[config.mk]
export PLATFORM = sky130hd
export DESIGN_NAME = led_status_sequencer
export DESIGN_NICKNAME = d
export VERILOG_FILES = /design/src/rtl/led_status_sequencer.sv
export SDC_FILE = /design/constraint.sdc
export NUM_CORES = 1
export LEC_CHECK = 0
export CORE_ASPECT_RATIO = 0.75
export CORE_MARGIN = 3
export CORE_UTILIZATION = 57
export DETAILED_ROUTE_END_ITERATION = 6
export PLACE_DENSITY = 0.82
export SLEW_MARGIN = 40
export SYNTH_ARGS = -nofsm -noshare
export SYNTH_HDL_FRONTEND = slang
export SYNTH_SLANG_ARGS = --single-unit
[constraint.sdc]
create_clock -name i_clk -period 3.3 [get_ports i_clk]
set_clock_uncertainty 0.05 [all_clocks]
set_input_delay 0.825 -clock i_clk [delete_from_list [all_inputs] [get_ports i_clk]]
set_output_delay 0.825 -clock i_clk [all_outputs]
set_load 0.01 [all_outputs]
[src/rtl/led_status_sequencer.sv]
// Shares one status LED between NUM_REQ requesters: fixed-priority, non-preemptive
// arbitration, then the winner's blink code (N pulses + gap) is played on o_led.
module led_status_sequencer #(
    parameter int NUM_REQ   = 4,
    parameter int COUNT_W   = 4,
    parameter int TICK_DIV  = 16000,
    parameter int ON_TICKS  = 150,
    parameter int OFF_TICKS = 150,
    parameter int GAP_TICKS = 1000,
    parameter int PHASE_W   = 16
) (
    input  logic                         i_clk,
    input  logic                         i_rst_n,
    input  logic                         i_enable,
    input  logic [NUM_REQ-1:0]           i_req,
    input  logic [NUM_REQ*COUNT_W-1:0]   i_code,
    output logic                         o_led,
    output logic [NUM_REQ-1:0]           o_grant,
    output logic                         o_busy,
    output logic                         o_done
);

    localparam int TW = (TICK_DIV > 1) ? $clog2(TICK_DIV) : 1;

    typedef enum logic [1:0] {ST_IDLE, ST_ON, ST_OFF, ST_GAP} state_t;

    state_t               state_q, state_d;
    logic [COUNT_W-1:0]   cnt_q, cnt_d;
    logic [TW-1:0]        tick_q;
    logic [PHASE_W-1:0]   phase_q;
    logic                 led_q, led_d;
    logic [NUM_REQ-1:0]   grant_q, grant_d;
    logic                 done_q, done_d;

    logic                 tick, on_end, off_end, gap_end, req_held;
    logic [NUM_REQ-1:0]   elig, pick_oh;
    logic [COUNT_W-1:0]   pick_code;

    assign tick     = (tick_q == TW'(TICK_DIV - 1));
    assign on_end   = tick && (phase_q == PHASE_W'(ON_TICKS - 1));
    assign off_end  = tick && (phase_q == PHASE_W'(OFF_TICKS - 1));
    assign gap_end  = tick && (phase_q == PHASE_W'(GAP_TICKS - 1));
    assign req_held = |(i_req & grant_q);

    // Lowest eligible index wins; a zero code never counts as a request.
    always_comb begin
        elig      = '0;
        pick_oh   = '0;
        pick_code = '0;
        for (int k = NUM_REQ - 1; k >= 0; k--) begin
            elig[k] = i_req[k] && (i_code[k*COUNT_W +: COUNT_W] != '0);
            if (elig[k]) begin
                pick_oh    = '0;
                pick_oh[k] = 1'b1;
                pick_code  = i_code[k*COUNT_W +: COUNT_W];
            end
        end
    end

    always_comb begin
        state_d = state_q;
        cnt_d   = cnt_q;
        led_d   = led_q;
        grant_d = grant_q;
        done_d  = 1'b0;
        if (state_q == ST_IDLE) begin
            led_d   = 1'b0;
            grant_d = '0;
            if (i_enable && (|elig)) begin
                state_d = ST_ON;
                cnt_d   = pick_code;
                grant_d = pick_oh;
                led_d   = 1'b1;
            end
        end else if (!i_enable) begin
            state_d = ST_IDLE;
            led_d   = 1'b0;
            grant_d = '0;
        end else if (state_q != ST_GAP && !req_held) begin
            // Requester went away: finish with a normal gap so o_done still fires.
            state_d = ST_GAP;
            led_d   = 1'b0;
        end else begin
            case (state_q)
                ST_ON: if (on_end) begin
                    cnt_d   = cnt_q - 1'b1;
                    state_d = (cnt_q == COUNT_W'(1)) ? ST_GAP : ST_OFF;
                    led_d   = 1'b0;
                end
                ST_OFF: if (off_end) begin
                    state_d = ST_ON;
                    led_d   = 1'b1;
                end
                ST_GAP: if (gap_end) begin
                    state_d = ST_IDLE;
                    done_d  = 1'b1;
                    grant_d = '0;
                end
                default: state_d = ST_IDLE;
            endcase
        end
    end

    always_ff @(posedge i_clk or negedge i_rst_n) begin
        if (!i_rst_n) begin
            state_q <= ST_IDLE;
            cnt_q   <= '0;
            tick_q  <= '0;
            phase_q <= '0;
            led_q   <= 1'b0;
            grant_q <= '0;
            done_q  <= 1'b0;
        end else begin
            state_q <= state_d;
            cnt_q   <= cnt_d;
            led_q   <= led_d;
            grant_q <= grant_d;
            done_q  <= done_d;
            // Prescaler restarts on every state change so aborted phases stay exact too.
            if (state_d != state_q || state_q == ST_IDLE) begin
                tick_q  <= '0;
                phase_q <= '0;
            end else begin
                tick_q  <= tick ? '0 : tick_q + 1'b1;
                phase_q <= phase_q + PHASE_W'(tick);
            end
        end
    end

    assign o_led   = led_q;
    assign o_grant = grant_q;
    assign o_busy  = (state_q != ST_IDLE);
    assign o_done  = done_q;

endmodule
=== After elaboration in Yosys (flattened, before gate mapping) ===
Index checks and enable logic that the tools add are counted.

* Bitwise logic cells: 1
* Equal/unequal tests: 17
* Muxes and demuxes: 44
* Reduce and logical (&&, ||, !) cells: 24
* Add/subtract/negate cells: 3

{| class="wikitable"
|+ Operators with widths
! operator !! number
|-
| $mux W4 || 20
|-
| $mux W14 || 2
|-
| $add A16 B1 Y16 || 1
|-
| $eq A16 B10 Y1 const B || 1
|-
| $eq A16 B8 Y1 const B || 1
|-
| $mux W16 || 1
|-
| $reduce_bool A4 Y1 || 4
|-
| $add A14 B1 Y14 const B || 1
|-
| $eq A14 B14 Y1 const B || 1
|-
| $mux W2 || 7
|-
| $mux W1 || 12
|-
| $ne A5 B5 Y1 const B || 2
|-
| $logic_and A1 B1 Y1 || 8
|-
| $reduce_bool A2 Y1 || 4
|-
| $reduce_or A4 Y1 || 2
|-
| $ne A3 B1 Y1 const B || 2
|-
| $pmux W2 S3 || 1
|-
| $reduce_and A3 Y1 || 2
|-
| $ne A5 B1 Y1 const B || 1
|-
| $reduce_and A5 Y1 || 1
|-
| $and A4 B4 Y4 || 1
|-
| $eq A2 B2 Y1 const B || 2
|-
| $eq A4 B1 Y1 const B || 1
|-
| $ne A2 B2 Y1 const B || 2
|-
| other kinds (9) || 9
|}

* Bits of input ports: 23
* Output and inout port bits: 7
* Register bits after elaboration: 42
* Word-level logic and storage cells: 96

=== Depth between registers and ports, before layout ===
* Depth after elaboration: 10
* Mapped depth: 11
* Depth with buffers taken out: 11

=== Least setup slack after synthesis ===
OpenSTA, ideal clock, no wires.

* Kind: register to register
* Start: reg tick_q[0]
* End: reg phase_q[10]
* Library setup time: 0.076 ns
* Stages on the path, launching flop included: 12
* Period minus slack after synthesis: 2.844 ns
* Required time: 3.174 ns
* Path slack: 0.456 ns
* Path buffers: 0
* Data arrival time: 2.717 ns
* Path through: dfrtp_1 -> ha_1 -> nand4_2 -> or4_4 -> clkinv_2 -> ha_1 -> ha_1 -> nand3_1 -> or4_1 -> xnor2_1 -> nand3_1 -> o21ai_1

* Cells in the longest elaborated chain, start to end: 10

{| class="wikitable"
|+ Ends and longest elaborated chain
! what !! RTL line !! source
|-
| start, declared || 29 || <nowiki>logic [TW-1:0] tick_q;</nowiki>
|-
| start signal, assigned || 124 || <nowiki>tick_q <= tick ? '0 : tick_q + 1'b1;</nowiki>
|-
| $eq A14 B14 Y1 (*) || 39 || <nowiki>assign tick = (tick_q == TW'(TICK_DIV - 1));</nowiki>
|-
| $logic_and A1 B1 Y1 (on tied branches) || 42, 40, 41 ||
|-
| $mux W2 (on tied branches) || 94, 85, 90 ||
|-
| $pmux W2 S3 || 84 || <nowiki>case (state_q)</nowiki>
|-
| $mux W2 || 79 || <nowiki>end else if (state_q != ST_GAP && !req_held) begin</nowiki>
|-
| $mux W2 || 75 || <nowiki>end else if (!i_enable) begin</nowiki>
|-
| $mux W2 || 66 || <nowiki>if (state_q == ST_IDLE) begin</nowiki>
|-
| $ne A2 B2 Y1 || 120 || <nowiki>if (state_d != state_q || state_q == ST_IDLE) begin</nowiki>
|-
| $logic_or A1 B1 Y1 || 120 ||
|-
| $mux W16 (*) || 120 ||
|-
| end signal, assigned || 125 || <nowiki>phase_q <= phase_q + PHASE_W'(tick);</nowiki>
|-
| end, declared || 30 || <nowiki>logic [PHASE_W-1:0] phase_q;</nowiki>
|}

Every way passes the cells marked *; elsewhere a longest branch is shown, timed or not.
A chain may end at the register's enable or synchronous reset.

=== Worst setup path in the final report ===
Same ends and word-level chain as after synthesis.

==> impl_metrics.tcl <==
set metrics [dict create \
    fin_crit_ns 3.043 \
    wl_um 8322 \
    reg2reg_from "tick_q[0]" \
    place_hpwl_um 6039 \
    synth_area_leaders "dfrtp_1 (36%), nand3_1 (9.6%), o21ai_1 (4.4%)" \
    numCtsBuffers 5 \
    r2r_cells 11 \
    overflow 0 \
    ys_ff_latch 42 \
    path_class "reg -> reg" \
    path_buf_inv 1 \
    hold_violations 0 \
    crit_fanout 7 \
    worstSetupEndpoint "phase_q[10]" \
    power.density_nw_per_um2 442.5 \
    cts_tree "yes" \
    antenna_found_initial 0 \
    r2r_end "phase_q[10]" \
    grt_max_degree 43 \
    area_delta_synth_final_pct 17.66 \
    ys_seq_area_share_pct 35.91 \
    critPathRequiredTime_ns 3.49 \
    register_area_um2 1052 \
    peakVddDrop_mv 0.2779 \
    setup_tns_ns 0 \
    p_leak_nw 1.280 \
    n_antenna_cell 0 \
    clkSinkCount 42 \
    drc_errors 0 \
    synth.largest_area_cell "dfrtp_1" \
    drt_iter0_drc 276 \
    cp-startpoint "tick_q[0]" \
    post_cts_buffers 0 \
    status "completed" \
    fp.dieH_um 68.06 \
    core_um2 4703 \
    antenna_left 0 \
    syn_area_um2 2927 \
    slowest_stage "or4_4" \
    synth_top_area_share_pct 35.91 \
    ys.flop_type "dfrtp_1" \
    root_buffer "clkbuf_8" \
    synth_most_common_cell "nand3_1" \
    viasPerCell 6.774 \
    synthCells 343 \
    finalPower_mw 1.524 \
    drv_slew 0 \
    row_count 21 \
    drive_gt1_share_pct 10.08 \
    fmax_mhz 328.6 \
    grt_pass1_wl_um 14030 \
    startpoint_type "flip-flop" \
    synth_fp_nets 371 \
    num_vias 2940 \
    synth_edf_count 0 \
    worst-endpoint-arrival_ns 3.24 \
    drt-pass1-iter-count 4 \
    rsz0062_at_grt "false" \
    clk_latency_ns 0.31 \
    clk_pin_slew_ns 0.10 \
    routabilityCongestion 0.8910 \
    yosysUniqueCellTypes 61 \
    cp.depth 11 \
    tightest_slew_ns 0.7218 \
    grt_pass1_vias 2763 \
    critPathMaxStageDelay_ns 0.56 \
    nets 404 \
    path_delay_family "simple AND/OR/NAND/NOR gates" \
    r2r_slack_ns 0.26 \
    yosys-top-cells-count "nand3_1 (56), dfrtp_1 (42), o21ai_1 (26)" \
    clk_path_buf_depth 2 \
    initial_core_util_pct 62.22 \
    finalSetupViolCount 0 \
    max_cap_viol_count 0 \
    post-route-period-util_pct 92.21 \
    crit_top_cell "ha_1" \
    port_buffers 29 \
    num-fill-cells 370 \
    htreeDepth 2 \
    grt_usage_pct 30.48 \
    wl_per_cell_um 19.18 \
    synth_area_per_cell_um2 8.532 \
    ys_async_sr_fraction_pct 100.0 \
    end_kind "flip-flop" \
    crit_chain "ha_1 > nand4_2 > or4_4 > clkinv_2 > ha_1 > ha_1 > nand3_1 > or4_1 > xnor2_1 > nand3_1 > o21ai_1" \
    die_w_um 88.74 \
    slew_headroom_pct 51.20 \
    dieArea_um2 6039 \
    ioPinCount 30 \
    multi_input_area_um2 1748 \
    hold_class "in -> async" \
    yosysWarnings 0 \
]
==> flip-flops by register name (all words and copies together) (netlist names) <==
| name | cells |
|---|---|
| state_q | 2 |
| cnt_q | 4 |
| phase_q | 16 |
| o_led | 1 |
| tick_q | 14 |
| o_done | 1 |
| o_grant | 4 |
==> final cells by class <==
type / instances / area share (%)
Inverter: 13 / 1.453
Clock buffer: 5 / 1.999
Sequential cell: 42 / 30.56
Clock inverter: 3 / 0.7267
Multi-Input combinational cell: 268 / 50.76
Timing Repair Buffer: 46 / 12.43
Tap cell: 57 / 2.071
==> worst reg2reg max path: stages (launching register included) <==
cell	delay, ns
dfrtp_2	0.44
ha_1	0.24
nand4_2	0.18
or4_4	0.56
clkinv_2	0.14
ha_1	0.19
ha_1	0.18
nand3_1	0.12
or4_1	0.45
xnor2_1	0.21
nand3_1	0.10
o21ai_1	0.13
==> how the worst min path moves through the flow <==
stage / start / to / slack, ns
2_1_floorplan: cnt_q[3] / cnt_q[3] / 0.43
3_3_place_gp: o_grant[2] / o_grant[2] / 0.47
6_report: i_rst_n / cnt_q[2] / 0.44
3_5_place_dp: o_grant[0] / o_grant[0] / 0.47
4_1_cts: i_rst_n / tick_q[5] / 0.45
5_1_grt: i_rst_n / tick_q[5] / 0.46
==> routing by layer <==
| layer | vias to the layer above | GRT usage (%) | wire (um) |
|---|---|---|---|
| li1 | 1381 | - | - |
| met1 | 1398 | 46.30 | 3865 |
| met2 | 151 | 43.43 | 3603 |
| met3 | 10 | 6.619 | 774 |
| met4 | 0 | 7.925 | 79 |
| met5 | - | 0 | 0 |
==> stage by stage <==
step / utilization [%] / instances / hold WS, ns / setup slack (ns) / area (um2)
3_3_place_gp: 71.14 / 426 / 0.4650 / 0.1609 / 3346
5_1_grt: 73.21 / 434 / 0.4596 / 0.02993 / 3443
3_5_place_dp: 71.19 / 426 / 0.4722 / 0.1221 / 3348
2_1_floorplan: - / 343 / 0.4295 / 0.4563 / 2927
6_report: 73.21 / 434 / 0.4360 / 0.2569 / 3443
4_1_cts: 73.18 / 434 / 0.4520 / 0.2255 / 3442
==> placed cells by master (no fill, tap or decap), types with 4 or more instances in the layout <==
master           Yosys  layout
nor2_1              16      15
a21oi_1              6       6
o211ai_1             4       4
dfrtp_1             42      41
and2_1               5       5
clkbuf_8             0       5
clkdlybuf4s50_1      0      28
inv_1               12      12
nand3_1             56      56
buf_4                0      17
nor4_1               9       9
ha_1                 5       5
o22ai_1              6       6
nor3_1               8       8
nand2_1             20      20
nand4_1             17      17
xor2_1               9       9
a32o_1               4       4
o21ai_1             26      26
o21a_1               4       4
xnor2_1             14      14
==> cells by family (layout without fill, tap and decap cells) <==
| logic type | count (synthesis) | count (layout) | synth area share, % |
|---|---|---|---|
| xor+xnor | 23 | 23 | 6.884 |
| buf+inv | 33 | 67 | 4.446 |
| flops | 42 | 42 | 35.91 |
| mux | 1 | 1 | 0.3420 |
| compound gates | 87 | 87 | 22.23 |
| simple gates | 151 | 151 | 27.70 |
| fa+ha+maj | 6 | 6 | 2.480 |
==> where the power goes <==
group,total (mW),internal (mW),switching (mW)
registers,0.632,0.564,0.0675
clock network,0.358,0.153,0.205
logic,0.534,0.216,0.318
total,1.52,0.933,0.591
==> repair_timing <==
item                                    in CTS  in global routing
endpoints found under the setup margin       0                  1
hold buffers                                 0                  0
resized for setup                            0                  1
(Power assumes the default switching activity.)
